## config.mk

```make
export PLATFORM = sky130hd
export DESIGN_NAME = primo_dispatch
export DESIGN_NICKNAME = d
export VERILOG_FILES = /design/src/rtl/primo_dispatch.sv
export SDC_FILE = /design/constraint.sdc
export NUM_CORES = 1
export LEC_CHECK = 0
export CORE_UTILIZATION = 57
export DETAILED_ROUTE_END_ITERATION = 6
export PLACE_DENSITY = 0.83
export SYNTH_ARGS = -nofsm -noshare
export SYNTH_HDL_FRONTEND = slang
export SYNTH_SLANG_ARGS = --single-unit
```

## constraint.sdc

```tcl
create_clock -name clk -period 5.7 [get_ports clk]
set_input_delay 1.71 -clock clk [delete_from_list [all_inputs] [get_ports clk]]
set_output_delay 1.71 -clock clk [all_outputs]
set_load 0.02 [all_outputs]
```

## src/rtl/primo_dispatch.sv

```systemverilog
// primo_dispatch: keeps one primogen running ahead, queues its primes and hands each one to a
// single requester with a one-cycle grant. Define PRIMO_DISPATCH_RR_EN for round-robin; fixed priority otherwise.
module primo_dispatch #(
   parameter int WIDTH_LOG = 4,
   parameter int NREQ      = 4,
   parameter int DEPTH_LOG = 2
) (
   input  logic                        clk,
   input  logic                        rst,
   output logic                        pg_go,
   input  logic                        pg_ready,
   input  logic                        pg_error,
   input  logic [(1<<WIDTH_LOG)-1:0]   pg_res,
   input  logic [NREQ-1:0]             req,
   output logic [NREQ-1:0]             gnt,
   output logic [(1<<WIDTH_LOG)-1:0]   data,
   output logic                        exhausted,
   output logic [15:0]                 served
);
   localparam int W     = 1 << WIDTH_LOG;
   localparam int DEPTH = 1 << DEPTH_LOG;
   localparam int PW    = (NREQ > 1) ? $clog2(NREQ) : 1;

   typedef enum logic [1:0] {
      S_ISSUE  = 2'd0,
      S_SETTLE = 2'd1,
      S_WAIT   = 2'd2,
      S_DONE   = 2'd3
   } state_t;

   state_t               state_q, state_d;
   logic                 pg_go_q, pg_go_d;
   logic [W-1:0]         mem_q [DEPTH];
   logic [DEPTH_LOG-1:0] wr_ptr_q, rd_ptr_q;
   logic [DEPTH_LOG:0]   count_q, count_d;
   logic [NREQ-1:0]      gnt_q, gnt_d;
   logic [W-1:0]         data_q, data_d;
   logic                 exhausted_q, exhausted_d;
   logic [15:0]          served_q, served_d;
   logic                 push_s, grant_s, empty_s, full_s, found_s;
   logic [PW-1:0]        win_s;

   assign empty_s = (count_q == '0);
   assign full_s  = count_q[DEPTH_LOG];
   assign push_s  = (state_q == S_WAIT) && pg_ready && !pg_error;
   assign grant_s = !empty_s && (|req);

`ifdef PRIMO_DISPATCH_RR_EN
   logic [PW-1:0]     ptr_q;
   logic [2*NREQ-1:0] rot_s;

   assign rot_s = {req, req} >> ptr_q;

   // Round-robin winner: first requester at or after ptr_q, wrapping.
   always_comb begin
      found_s = 1'b0;
      win_s   = '0;
      for (int k = 0; k < NREQ; k++) begin
         win_s   = (!found_s && rot_s[k]) ? PW'((int'(ptr_q) + k) % NREQ) : win_s;
         found_s = found_s | rot_s[k];
      end
   end

   // Pointer moves past each winner so it ranks last next time.
   always_ff @(posedge clk) begin
      if (rst) begin
         ptr_q <= '0;
      end else if (grant_s) begin
         ptr_q <= PW'((int'(win_s) + 32'sd1) % NREQ);
      end else begin
         ptr_q <= ptr_q;
      end
   end
`else
   // Fixed-priority winner: lowest set request index.
   always_comb begin
      found_s = 1'b0;
      win_s   = '0;
      for (int k = 0; k < NREQ; k++) begin
         win_s   = (!found_s && req[k]) ? PW'(k) : win_s;
         found_s = found_s | req[k];
      end
   end
`endif

   // Sequencer: one primogen operation in flight; SETTLE skips the stale ready of the go cycle.
   always_comb begin
      state_d = state_q;
      pg_go_d = 1'b0;
      case (state_q)
         S_ISSUE: begin
            if (pg_ready && !pg_error && !full_s) begin
               pg_go_d = 1'b1;
               state_d = S_SETTLE;
            end else if (pg_ready && pg_error) begin
               state_d = S_DONE;
            end else begin
               state_d = S_ISSUE;
            end
         end
         S_SETTLE: state_d = S_WAIT;
         S_WAIT: begin
            if (pg_ready && pg_error) begin
               state_d = S_DONE;
            end else if (push_s) begin
               state_d = S_ISSUE;
            end else begin
               state_d = S_WAIT;
            end
         end
         S_DONE:  state_d = S_DONE;
         default: state_d = S_ISSUE;
      endcase
   end

   // Occupancy, grant outputs and the sticky exhausted flag.
   always_comb begin
      count_d     = count_q;
      gnt_d       = '0;
      data_d      = '0;
      served_d    = served_q;
      exhausted_d = exhausted_q;
      case ({push_s, grant_s})
         2'b10:   count_d = count_q + (DEPTH_LOG+1)'(1'b1);
         2'b01:   count_d = count_q - (DEPTH_LOG+1)'(1'b1);
         default: count_d = count_q;
      endcase
      if (grant_s) begin
         gnt_d    = NREQ'(1'b1) << win_s;
         data_d   = mem_q[rd_ptr_q];
         served_d = served_q + 16'd1;
      end else begin
         gnt_d    = '0;
         data_d   = '0;
         served_d = served_q;
      end
      if ((state_q == S_DONE) && empty_s && !grant_s) begin
         exhausted_d = 1'b1;
      end else begin
         exhausted_d = exhausted_q;
      end
   end

   // Control and output registers.
   always_ff @(posedge clk) begin
      if (rst) begin
         state_q     <= S_ISSUE;
         pg_go_q     <= 1'b0;
         wr_ptr_q    <= '0;
         rd_ptr_q    <= '0;
         count_q     <= '0;
         gnt_q       <= '0;
         data_q      <= '0;
         exhausted_q <= 1'b0;
         served_q    <= 16'd0;
      end else begin
         state_q     <= state_d;
         pg_go_q     <= pg_go_d;
         wr_ptr_q    <= push_s  ? wr_ptr_q + DEPTH_LOG'(1'b1) : wr_ptr_q;
         rd_ptr_q    <= grant_s ? rd_ptr_q + DEPTH_LOG'(1'b1) : rd_ptr_q;
         count_q     <= count_d;
         gnt_q       <= gnt_d;
         data_q      <= data_d;
         exhausted_q <= exhausted_d;
         served_q    <= served_d;
      end
   end

   // Queue storage needs no reset; validity is tracked by count_q.
   always_ff @(posedge clk) begin
      if (push_s) begin
         mem_q[wr_ptr_q] <= pg_res;
      end
   end

   assign pg_go     = pg_go_q;
   assign gnt       = gnt_q;
   assign data      = data_q;
   assign exhausted = exhausted_q;
   assign served    = served_q;
endmodule

```

# After elaboration in Yosys (flattened, before gate mapping)
# Memories as Yosys holds them, arrays and structs flattened. A register that Yosys moved wholly into a read port is not among the register bits.
# Cells that the tools add are included.
[op_classes]
mux = 12
n_eq_ne = 5
n_lt_le_gt_ge = 0
div_mod_pow = 0
n_shift = 1
multipliers = 0
n_bitwise = 4
n_addsub = 5
reduce_logical = 24
[ops]
columns = ["op", "count"]
rows = [
  ["$add A16 B1 Y16 const B", 1],
  ["$mux W2", 6],
  ["$logic_and A1 B1 Y1", 11],
  ["$pmux W2 S4", 1],
  ["$logic_not A1 Y1", 7],
  ["$eq A2 B2 Y1 const B", 3],
  ["$pmux W3 S2", 1],
  ["$add A2 B1 Y2 const B", 2],
  ["$eq A2 B1 Y1 const B", 2],
  ["$mux W1", 4],
  ["$reduce_or A2 Y1", 2],
  ["$reduce_or A4 Y1", 1],
  ["$shl A1 B2 Y4 const A", 1],
  ["$add A3 B1 Y3 const B", 1],
  ["$logic_not A3 Y1", 1],
  ["$sub A3 B1 Y3 const B", 1],
  ["$logic_not A2 Y1", 1],
  ["$not A1 Y1", 2],
  ["$or A1 B1 Y1", 2],
  ["$reduce_bool A2 Y1", 1],
]
[totals]
latchBits = 0
reg_bits = 31
elab_cells = 60
n_memories = 1
inputBits = 24
ramBits = 64
mem_bits_ro = 0
output_inout_bits = 38
[memory_table]
columns = ["memory", "depth", "width", "rd", "rd_ports_with_merged_regs", "write_ports", "line", "text"]
rows = [
  ["mem_q", 4, 16, 1, 1, 1, "33", "logic [W-1:0] mem_q [DEPTH];"],
]

# Logic depth before layout (Yosys ltp)
# Gate-level depths: netlist of run 1.
[logic_depth]
ltp_word = 6
ltp_mapped = 9
ltp_nobuf = 9

# Worst setup path after synthesis of run 1
# OpenSTA, ideal clock, no wires.
[synth_path]
path_kind = "input-to-reg"
start = "input port req[1]"
end = "register count_q[2]"
n_path_buf = 0
arrival_time_ns = 3.546
stages = 9
required_time_ns = 5.630
setup_time_ns = 0.070
path_slack_ns = 2.084
path_cell_list = "or4_2 > nand2_1 > inv_1 > ha_1 > inv_1 > fa_1 > xor2_1 > or3_1 > a21oi_1"
[synth_via]
elab_chain_cells = 4
elab_cells_between_ends = 6
classes_between = "2 x eq/ne; 1 x mux; 3 x reduce/logical"
[synth_lines]
columns = ["element", "line", "text"]
rows = [
  ["start: declaration", "14", "input logic [NREQ-1:0] req,"],
  ["$reduce_or A4 Y1 *", "46", "assign grant_s = !empty_s && (|req);"],
  ["$logic_and A1 B1 Y1 *", "46", ""],
  ["net grant_s", "40", "logic push_s, grant_s, empty_s, full_s, found_s;"],
  ["$eq A2 B1 Y1 or $eq A2 B2 Y1 (tied branches)", "123", "case ({push_s, grant_s})"],
  ["$pmux W3 S2 or $reduce_bool A2 Y1 (tied branches)", "-", ""],
  ["end signal: assignment", "161", "count_q <= count_d;"],
  ["end: declaration", "35", "logic [DEPTH_LOG:0] count_q, count_d;"],
]
# The timed path passes the listed nets; every way through them passes the cells marked *.
# A chain may end at the register's enable or synchronous reset.

# Worst setup path after layout of run 1
[layout_path]
start = "input port pg_ready"
end = "register count_q[2]"
[layout_via]
elab_chain_cells = 4
elab_cells_between_ends = 6
classes_between = "2 x eq/ne; 1 x mux; 3 x reduce/logical"
[layout_lines]
columns = ["element", "line", "text"]
rows = [
  ["start: declaration", "11", "input logic pg_ready,"],
  ["$logic_and A1 B1 Y1 * (2 in a row)", "45", "assign push_s = (state_q == S_WAIT) && pg_ready && !pg_error;"],
  ["$eq A2 B1 Y1 or $eq A2 B2 Y1 (tied branches)", "123", ""],
  ["$pmux W3 S2 or $reduce_bool A2 Y1 (tied branches)", "-", ""],
]
# Mark *: on every way between the ends. The rest lies on a longest branch, timed or not.

==> out/qor.yml, run 1 <==
run_status:
  outcome: "completed"
synth:
  syn_inst: 280
  yosys_warnings: 0
  ys_seq_elements: 111
  ys_async_sr_fraction_pct: 0
  syn_area_sq_um: 4180
  synth_edf_count: 64
  syn_avg_cell_area_sq_um: 14.9
  synth_nets: 311
  synth_ff_type: "edfxtp_1"
  ys_seq_area_share_pct: 68.4
  synthDistinctLibCells: 36
timing:
  period_needed_ns: 4.04
  hold_slack_ns: 0.487
  rsz0062_at_grt: "no"
  finalHoldViolCount: 0
  setup_ws_ns: 1.66
  finClkSkew_ns: 0.0109
  slew_headroom_pct: 25.4
  max_freq_mhz: 247
  fin_tns_setup_ns: 0
  worst_pin_slew_ns: 1.10
  finalSetupViolations: 0
  period_share_pct: 70.9
  maxSlewViolCount: 0
drt:
  drtAntennaViolNets: 0
  drc_errors: 0
  via_per_inst: 5.42
  wire_per_inst_um: 15.7
  wirelength_um: 6970
  vias: 2408
  drt_pass1_iterations: 4
  drt_iter0_drc: 129
clocking:
  cts_made_buffers: 9
  cts_max_path_buffers: 2
  cts_sinks: 111
  htreeDepth: 3
  clkLatencyLatePin_ns: 0.35
  ctsHoldBuffers: 0
  cts.repair.resized: 0
  cts_setup_buffers: 0
  clock-root-buffer: "clkbuf_8"
  clk_pin_slew_ns: 0.09
  cts_tree: "built"
floorplanning:
  start_util_pct: 60.3
  io_pins: 62
  rows: 30
  die_area_sq_um: 7690
  core-area_sq_um: 6940
  fp.dieW_um: 87.7
  die_h_um: 87.7
layout:
  diodes: 0
  area_delta_synth_final_pct: 21.3
  nNetsFinal: 374
  final_layout_size_suffix_gt1_share_pct: 11.5
placement:
  gp_congestion: 0.850
  hpwl_um: 4570
  portBuffers: 61
  preCtsSetupSlack_ns: 1.25
global_routing:
  grt_pass1_vias: 2366
  gr-usage-all-layers_pct: 19.7
  grt_antenna_before_repair: 0
  overflow: 0
  grt_pass1_wl_um: 11100
  grt_max_degree: 34
critical_path:
  rrSetupSlack_ns: 3.19
  critPathKind: "primary input to flip-flop"
  worstPathRequired_ns: 5.98
  cp-end-kind: "flip-flop"
  arrival_ns: 4.32
  worstPathMaxFanout: 8
  cp-start-kind: "primary input"
worst_hold_path:
  hold_path.class: "flip-flop to flip-flop"
power_and_ir_drop:
  p_per_area_nw_per_um2: 351
  power_w: 0.00178
  p_leak_nw: 1.65
  irDropWorstVdd_uv: 211
run:
  max-cap-violations: 0
[state kept, by name, summed over array words and instances (netlist names)]
name and cells:
gnt 4, count_q 3, wr_ptr_q 2, served 16, pg_go 1, exhausted 1
data 16, rd_ptr_q 2, mem_q 64, state_q 2
[final cells by class]
type                    instances  area, sq um
flip-flops and latches        111         2860
fillers                       419         1870
multi-input cells             151         1240
repair buffers                 63          626
clock buffers                  10          128
well taps                      96          120
clock inverters                 6         70.1
inverters                       7         26.3
[cell usage in the layout (no fill, tap or decap), types with 2 or more instances in the layout]
cell,n
nand4_1,6
or4_1,2
nand2_1,7
clkbuf_8,9
xor2_1,7
nor4_1,3
mux4_2,16
ha_1,6
nor3b_1,2
a21oi_1,10
o21ai_0,6
nor4b_1,2
nor2_1,22
clkinvlp_4,2
or3_1,6
buf_4,2
nor2b_1,21
and2_1,7
and4_1,2
nor4bb_1,2
edfxtp_1,64
nand2b_1,2
nand3_1,6
inv_1,7
mux2_2,3
dfxtp_1,47
clkdlybuf4s50_1,61
xnor2_1,5
[per-layer routing]
metal	GRT usage (%)	vias up	wire, um
met5	0	-	0
met4	5.37	0	64
met3	4.24	5	336
met2	33.1	72	3550
met1	26.2	1174	3020
li1	-	1157	-
[synth_stat cells (2+ instances only)]
cell	number	area share [%]
a21oi_1	10	1.2
inv_1	7	0.63
nor4b_1	2	0.42
ha_1	6	1.8
xor2_1	7	1.5
and2_1	7	1.0
nor3b_1	2	0.36
or3_1	6	0.90
nor4bb_1	2	0.48
dfxtp_1	47	22
buf_2	4	0.48
nand3_1	6	0.72
nand2b_1	2	0.30
mux4_2	16	8.6
o21ai_0	6	0.72
and4_1	2	0.42
nor2b_1	21	3.1
mux2_2	3	0.81
nand2_1	7	0.63
nand4_1	6	0.90
nor2_1	22	2.0
edfxtp_1	64	46
xnor2_1	5	1.0
clkbuf_1	5	0.45
or4_1	2	0.36
nor4_1	3	0.45
[path summary, 6_finish.rpt]
kind	start	endpoint	cells after the start
setup / recovery	pg_ready	count_q[2]	9
hold / removal	exhausted	exhausted	2
setup reg to reg	state_q[0]	count_q[2]	8
hold reg to reg	exhausted	exhausted	2
[cell families (layout without fill, tap and decap cells)]
family / Yosys count / in the layout / synth area share (%)
compound gates: 20 / 20 / 2.63
fa+ha+maj: 7 / 7 / 2.27
simple gates: 93 / 93 / 12.8
flops: 111 / 111 / 68.4
buf+inv: 18 / 86 / 1.91
xor+xnor: 12 / 12 / 2.51
mux: 19 / 19 / 9.42
[metrics by stage]
stage               cell area [sq um]  util [%]  cells
finish                           5070      73.1    444
global route                     5070      73.1    444
CTS                              5070      73.1    444
detailed placement               4880      70.2    428
global placement                 4880      70.2    428
floorplan                        4180         -    280
[power breakdown]
group	switching, W	internal (W)
Sequential	0.0000421	0.000901
Clock	0.000252	0.000207
Combinational	0.000181	0.000199
Total	0.000475	0.00131
[critical path: stages]
cell	delay, ns
clkdlybuf4s50_1	0.51
nor4bb_1	0.95
inv_1	0.11
ha_1	0.27
inv_1	0.07
fa_1	0.17
xor2_1	0.07
or3_1	0.30
a21oi_1	0.15
(Power assumes the default switching activity.)
==> run 2, diff against run 1 <==
--- a/config.mk
+++ b/config.mk
@@ -5,9 +5,9 @@
 export SDC_FILE = /design/constraint.sdc
 export NUM_CORES = 1
 export LEC_CHECK = 0
-export CORE_UTILIZATION = 57
+export CORE_UTILIZATION = 53
 export DETAILED_ROUTE_END_ITERATION = 6
-export PLACE_DENSITY = 0.83
+export PLACE_DENSITY = 0.78
 export SYNTH_ARGS = -nofsm -noshare
 export SYNTH_HDL_FRONTEND = slang
 export SYNTH_SLANG_ARGS = --single-unit
==> constraint.sdc (replaced) <==
create_clock -name clk -period 4.1 [get_ports clk]
set_input_delay 1.23 -clock clk [delete_from_list [all_inputs] [get_ports clk]]
set_output_delay 1.23 -clock clk [all_outputs]
set_load 0.02 [all_outputs]
==> run 2 against run 1 <==
  * Critical path type unchanged
  * Largest cell class unchanged
  * Flip-flop and latch count did not move
  * Wire length rose by 2.4%
  * First-iteration DRC count fell by 21%
==> out/qor.yml, run 2 (same netlist as run 1, synthesis figures left out) <==
critical_path:
  worstPathMaxFanout: 6  # was 8
  worstPathRequired_ns: 4.40  # was 5.98 ns
  arrival_ns: 3.81  # was 4.32 ns
  critPathKind: "primary input to flip-flop"  # unchanged
  cp-start-kind: "primary input"  # unchanged
  cp-end-kind: "flip-flop"  # unchanged
timing:
  rsz0062_at_grt: "no"  # unchanged
  hold_slack_ns: 0.488  # was 0.487 ns
  period_share_pct: 85.6
  max_freq_mhz: 285
  finalSetupViolations: 0  # unchanged
  period_needed_ns: 3.51
  slew_headroom_pct: 43.4  # was 25.4%
  worst_pin_slew_ns: 0.848  # was 1.10 ns
  finClkSkew_ns: 0.00908  # was 0.0109 ns
  fin_tns_setup_ns: 0  # unchanged
  maxSlewViolCount: 0  # unchanged
  finalHoldViolCount: 0  # unchanged
floorplanning:
  rows: 32  # was 30
  start_util_pct: 54.4  # was 60.3%
  die_area_sq_um: 8250  # was 7690 sq um
  die_h_um: 90.9  # was 87.7 um
  core-area_sq_um: 7690  # was 6940 sq um
  io_pins: 62  # unchanged
  fp.dieW_um: 90.9  # was 87.7 um
layout:
  regMostFlops: "mem_q"  # unchanged
  regArea_sq_um: 2860  # unchanged
  final_layout_size_suffix_gt1_share_pct: 13.2  # was 11.5%
  final_cell_mix: "64 x edfxtp_1, 61 x clkdlybuf4s50_1, 47 x dfxtp_1"  # unchanged
  fillerInstances: 556  # was 419
  largest_reg_flops: 64  # unchanged
  multi_input_area_sq_um: 1240  # unchanged
  stdcell_area_sq_um: 5160  # was 5070 sq um
  nNetsFinal: 381  # was 374
  mostFrequentLayoutCell: "edfxtp_1"  # unchanged
  diodes: 0  # unchanged
  area_delta_synth_final_pct: 23.4  # was 21.3%
drt:
  drt_iter0_drc: 102  # was 129
  wire_per_inst_um: 15.6  # was 15.7 um
  drc_errors: 0  # unchanged
  drtAntennaViolNets: 0  # unchanged
  vias: 2428  # was 2408
  wirelength_um: 7140  # was 6970 um
  drt_pass1_iterations: 4  # unchanged
  via_per_inst: 5.31  # was 5.42
clocking:
  cts_made_buffers: 9  # unchanged
  cts_sinks: 111  # unchanged
  clock-root-buffer: "clkbuf_8"  # unchanged
  clkLatencyLatePin_ns: 0.37  # was 0.35 ns
  ctsHoldBuffers: 0  # unchanged
  cts_max_path_buffers: 2  # unchanged
  htreeDepth: 3  # unchanged
  cts.repair.resized: 0  # unchanged
  cts_setup_buffers: 0  # unchanged
  clk_pin_slew_ns: 0.10  # was 0.09 ns
  cts_tree: "built"  # unchanged
placement:
  detailed_place.area_sq_um: 4940  # was 4880 sq um
  portBuffers: 61  # unchanged
  hpwl_um: 4700  # was 4570 um
  gp_congestion: 0.810  # was 0.850
global_routing:
  gr-usage-all-layers_pct: 18.8  # was 19.7%
  grt_antenna_before_repair: 0  # unchanged
  grt_pass1_wl_um: 11700  # was 11100 um
  grt_max_degree: 34  # unchanged
  grt_pass1_vias: 2340  # was 2366
  overflow: 0  # unchanged
run:
  max-cap-violations: 0  # unchanged
run_status:
  outcome: "completed"  # unchanged
worst_hold_path:
  hold_path.class: "flip-flop to flip-flop"  # unchanged
power_and_ir_drop:
  p_leak_nw: 1.71  # was 1.65 nW
  p_per_area_nw_per_um2: 499  # was 351 nW/um^2
  irDropWorstVdd_uv: 271  # was 211 uV
## run 2: final cells by class
cell class / count / share of cell area [%]
clock buffer: 9 / 2.40
clock inverter: 7 / 1.96
inverter: 7 / 0.509
multi-input combinational: 151 / 24.0
sequential: 111 / 55.5
tap: 102 / 2.47
timing repair buffer: 70 / 13.1
## run 2: path summary, 6_finish.rpt
kind | end | depth (start not counted) | start | slack, ns
setup / recovery | count_q[2] | 10 | req[0] | 0.59
hold / removal | exhausted | 2 | exhausted | 0.49
setup reg to reg | count_q[2] | 9 | count_q[2] | 1.80
hold reg to reg | exhausted | 2 | exhausted | 0.49
## run 2: critical path, stage by stage
cell and delay, ns:
clkdlybuf4s50_1 0.51, or4_2 0.76, nand2_1 0.14, inv_1 0.11, ha_1 0.22, inv_1 0.07, fa_1 0.18, xor2_1 0.08
or3_1 0.34, a21oi_1 0.17
## run 2: per-layer routing
metal  track usage (%)  routed length (um)  share of wire (%)  vias up
met1              23.6                3080                 43     1201
met4              9.52                 144                2.0        0
met2              31.9                3700                 52       41
met3              2.86                 208                2.9       12
met5                 0                   0                  0        -
li1                  -                   -                  -     1174
## run 2: report_power, final
| group | switching [W] | internal (W) |
|---|---|---|
| clock | 0.000371 | 0.000353 |
| sequential | 0.0000661 | 0.00125 |
| combinational | 0.000250 | 0.000281 |
| total | 0.000687 | 0.00189 |
## run 2: per-stage QoR
step                      power (W)  utilization (%)  cells  worst slack (ns)
final                       0.00257             67.1    457             0.592
after global routing        0.00268             67.1    457             0.494
after CTS                   0.00260             67.1    457             0.611
after detailed placement    0.00188             64.2    441             0.218
after global placement      0.00187             64.2    441             0.393
after floorplan             0.00167                -    280             0.964
==> variant, RTL diff (config.mk and constraints of run 1) <==
Add a define of `PRIMO_DISPATCH_RR_EN`.
--- a/src/rtl/primo_dispatch.sv
+++ b/src/rtl/primo_dispatch.sv
@@ -1,5 +1,7 @@
 // primo_dispatch: keeps one primogen running ahead, queues its primes and hands each one to a
 // single requester with a one-cycle grant. Define PRIMO_DISPATCH_RR_EN for round-robin; fixed priority otherwise.
+`define PRIMO_DISPATCH_RR_EN
+
 module primo_dispatch #(
    parameter int WIDTH_LOG = 4,
    parameter int NREQ      = 4,
Function: changed (Yosys sat finds a counterexample within 10 cycles, from zero or initial values and one cycle with rst high).
==> variant against run 1 <==
- non-clock buffer count did not move
- first-iteration DRC count rose by 24%
- critical path depth did not move
- cell area rose by 8.2%
- worst setup slack improved by 0.51 ns
- core utilization rose by 2.6 points
- synthesized area rose by 1.9%
- sequential power rose by 3.9%
- sequential cell count rose by 2
- synthesized cell count rose by 2.5%
- global-route usage rose by 2.0 points
- wire length rose by 11%
- clock skew fell by 0.0057 ns
- total power rose by 35%
- critical path type unchanged
- critical endpoint is now count_q[1]
==> variant: results (changes against run 1) <==
* Family with the most delay on the worst path: simple AND/OR/NAND/NOR gates
* TritonCTS buffer count at 17 (+8)
* Post-synth ARST share at 0 (unchanged)
* Dpl hpwl at 4.65 mm (+1.8%)
* EDFF count, synth at 64 (unchanged)
* CTS root buf: clkbuf_8
* Status: finished, final reports clean
* DRT Pass-1 Iters at 4 (unchanged)
* FILL cells at 443 (+5.7%)
* Xor/xnor share of the synthesized area at 0.0431 (+0.0180)
* H-tree depth at 4 (+1)
* Setup repair bufs after CTS at 0 (unchanged)
* # port buffers at 61 (unchanged)
* Complex-gate fraction of the synthesized area at 0.0264 (+0.0000849)
* Wirelength, routed at 7.76 mm (+11%)
* Tightest Hold Check Type: reg -> reg
* Drt first-iter violations at 160 (+24%)
* Vias per Instance at 5.24 (-3.3%)
* Mapped Nets at 318 (+2.3%)
* Nets at 389 (+4.0%)
* Ys Warns at 0 (unchanged)
* Most flops, register: mem_q
* Cts repair resizes at 0 (unchanged)
* Post-Synthesis Cells at 287 (+2.5%)
* Number of global-route vias before repair at 2364 (-0.085%)
* Post-synth cell types at 38 (+5.6%)
* Post-DP Area at 4960 um^2 (+1.6%)
* Post-Synth Adder-Cell Area at 0.0223 (-0.000433)
* Synth top area cells: edfxtp_1, dfxtp_1, mux4_2
* Max IR drop VDD at 0.276 mV (+31%)
* Leakage at 0.00187 uW (+13%)
* Tightest Pin Transition at 0.890 ns (-0.215 ns)
* Layout cell share with drive strength beyond 1 at 0.143 (+0.0279)
* Antenna cells at 0 (unchanged)
* CP max stage cell: nor4_4
* M1 GR Usage at 0.289 (+0.0274)
* Longest Clk Path Bufs at 2 (unchanged)
* Initial antenna violation count at 0 (unchanged)
* Worst Path Max Fanout at 10 (+2)
* RePlAce Congestion at 0.757 (-11%)
* Mux cell area share after synthesis at 0.0845 (-0.00972)
* CP arrival at 3.97 ns (-0.35 ns)
* Skew final at 0.00513 ns (-0.00574 ns)
* Max reg flops at 64 (unchanged)
* M3 GR Usage at 0.0681 (+0.0257)
* Clock insertion delay at the later pin of the skew report at 0.51 ns (+0.16 ns)
* First-pass GRT wire length at 12.0 mm (+7.9%)
* Worst stage delay on the critical path at 0.58 ns (-0.37 ns)
* Met2 Use GR at 0.334 (+0.00260)
* Clk pin slew, worst setup/hold paths at 0.05 ns (-0.04 ns)
* Overall routing resource usage at 0.217 (+0.0203)
* Max_cap viols at 0 (unchanged)
* Largest net degree at the start of global routing at 31 (-8.8%)
* Commonest cells post-synth: edfxtp_1, dfxtp_1, nor2_1, nor2b_1, mux4_2
* Seq/Total Area, Yosys at 0.681 (-0.00366)
variant: cell types whose count changed after synthesis, sizes merged, moves of 3 or more:
cell,before,now
nor2,22,31
xor2,7,15
nor3,1,5
or3,6,2
and3,0,3
mux2,3,0
nand4,6,3
nor4,4,1
or4,3,0
variant: worst register-to-register path, cell delays in order (launching register included):
cell	delay, ns
dfxtp_1	0.34
nor3_2	0.56
nor2_4	0.17
ha_1	0.25
inv_1	0.08
fa_1	0.41
nor2_1	0.12
a21oi_1	0.08
nor2_1	0.11
variant: power breakdown:
group          switching, uW  internal (uW)  leakage (uW)
combinational            259            237      0.000663
sequential              53.2            926      0.000975
clock                    355            569      0.000237
total                    667           1730       0.00187
variant: layout make-up:
type	instances	area, um^2	area share
Tap cell	99	124	0.0226
Clock inverter	15	120	0.0219
Clock buffer	17	414	0.0754
Inverter	9	33.8	0.00615
Sequential cell	113	2900	0.529
Multi-Input combinational cell	154	1270	0.231
Timing Repair Buffer	63	626	0.114
variant: worst paths after layout:
| kind | from | to | slack [ns] | cells after the start |
|---|---|---|---|---|
| worst min-delay path | exhausted | exhausted | 0.49 | 2 |
| worst min register to register | exhausted | exhausted | 0.49 | 2 |
| worst max-delay path | req[0] | count_q[1] | 2.17 | 9 |
| worst max register to register | count_q[2] | count_q[1] | 3.52 | 8 |
variant: through the flow:
stage,setup WS [ns],power (uW),std cells,utilization,hold slack [ns]
6_report,2.17,2400,470,0.757,0.492
5_1_grt,2.00,2500,470,0.757,0.512
4_1_cts,2.19,2410,470,0.757,0.494
3_5_place_dp,1.67,1480,438,0.683,0.482
3_3_place_gp,1.77,1460,438,0.683,0.465
2_1_floorplan,2.27,1330,287,-,0.462
variant: routing by layer:
metal  vias up  wire length [um]
li1       1180                 -
met4         0                78
met5         -                 0
met1      1217              3450
met3         6               332
met2        61              3900
variant: kinds of logic (layout without fill, tap and decap cells):
group,Yosys count,after routing
AOI/OAI and AO/OA,19,19
adders and majority gates,7,7
xor gates and xnor gates,21,21
muxes,16,16
and+or+nand+nor,91,91
buffers and inverters,20,104
DFF,113,113
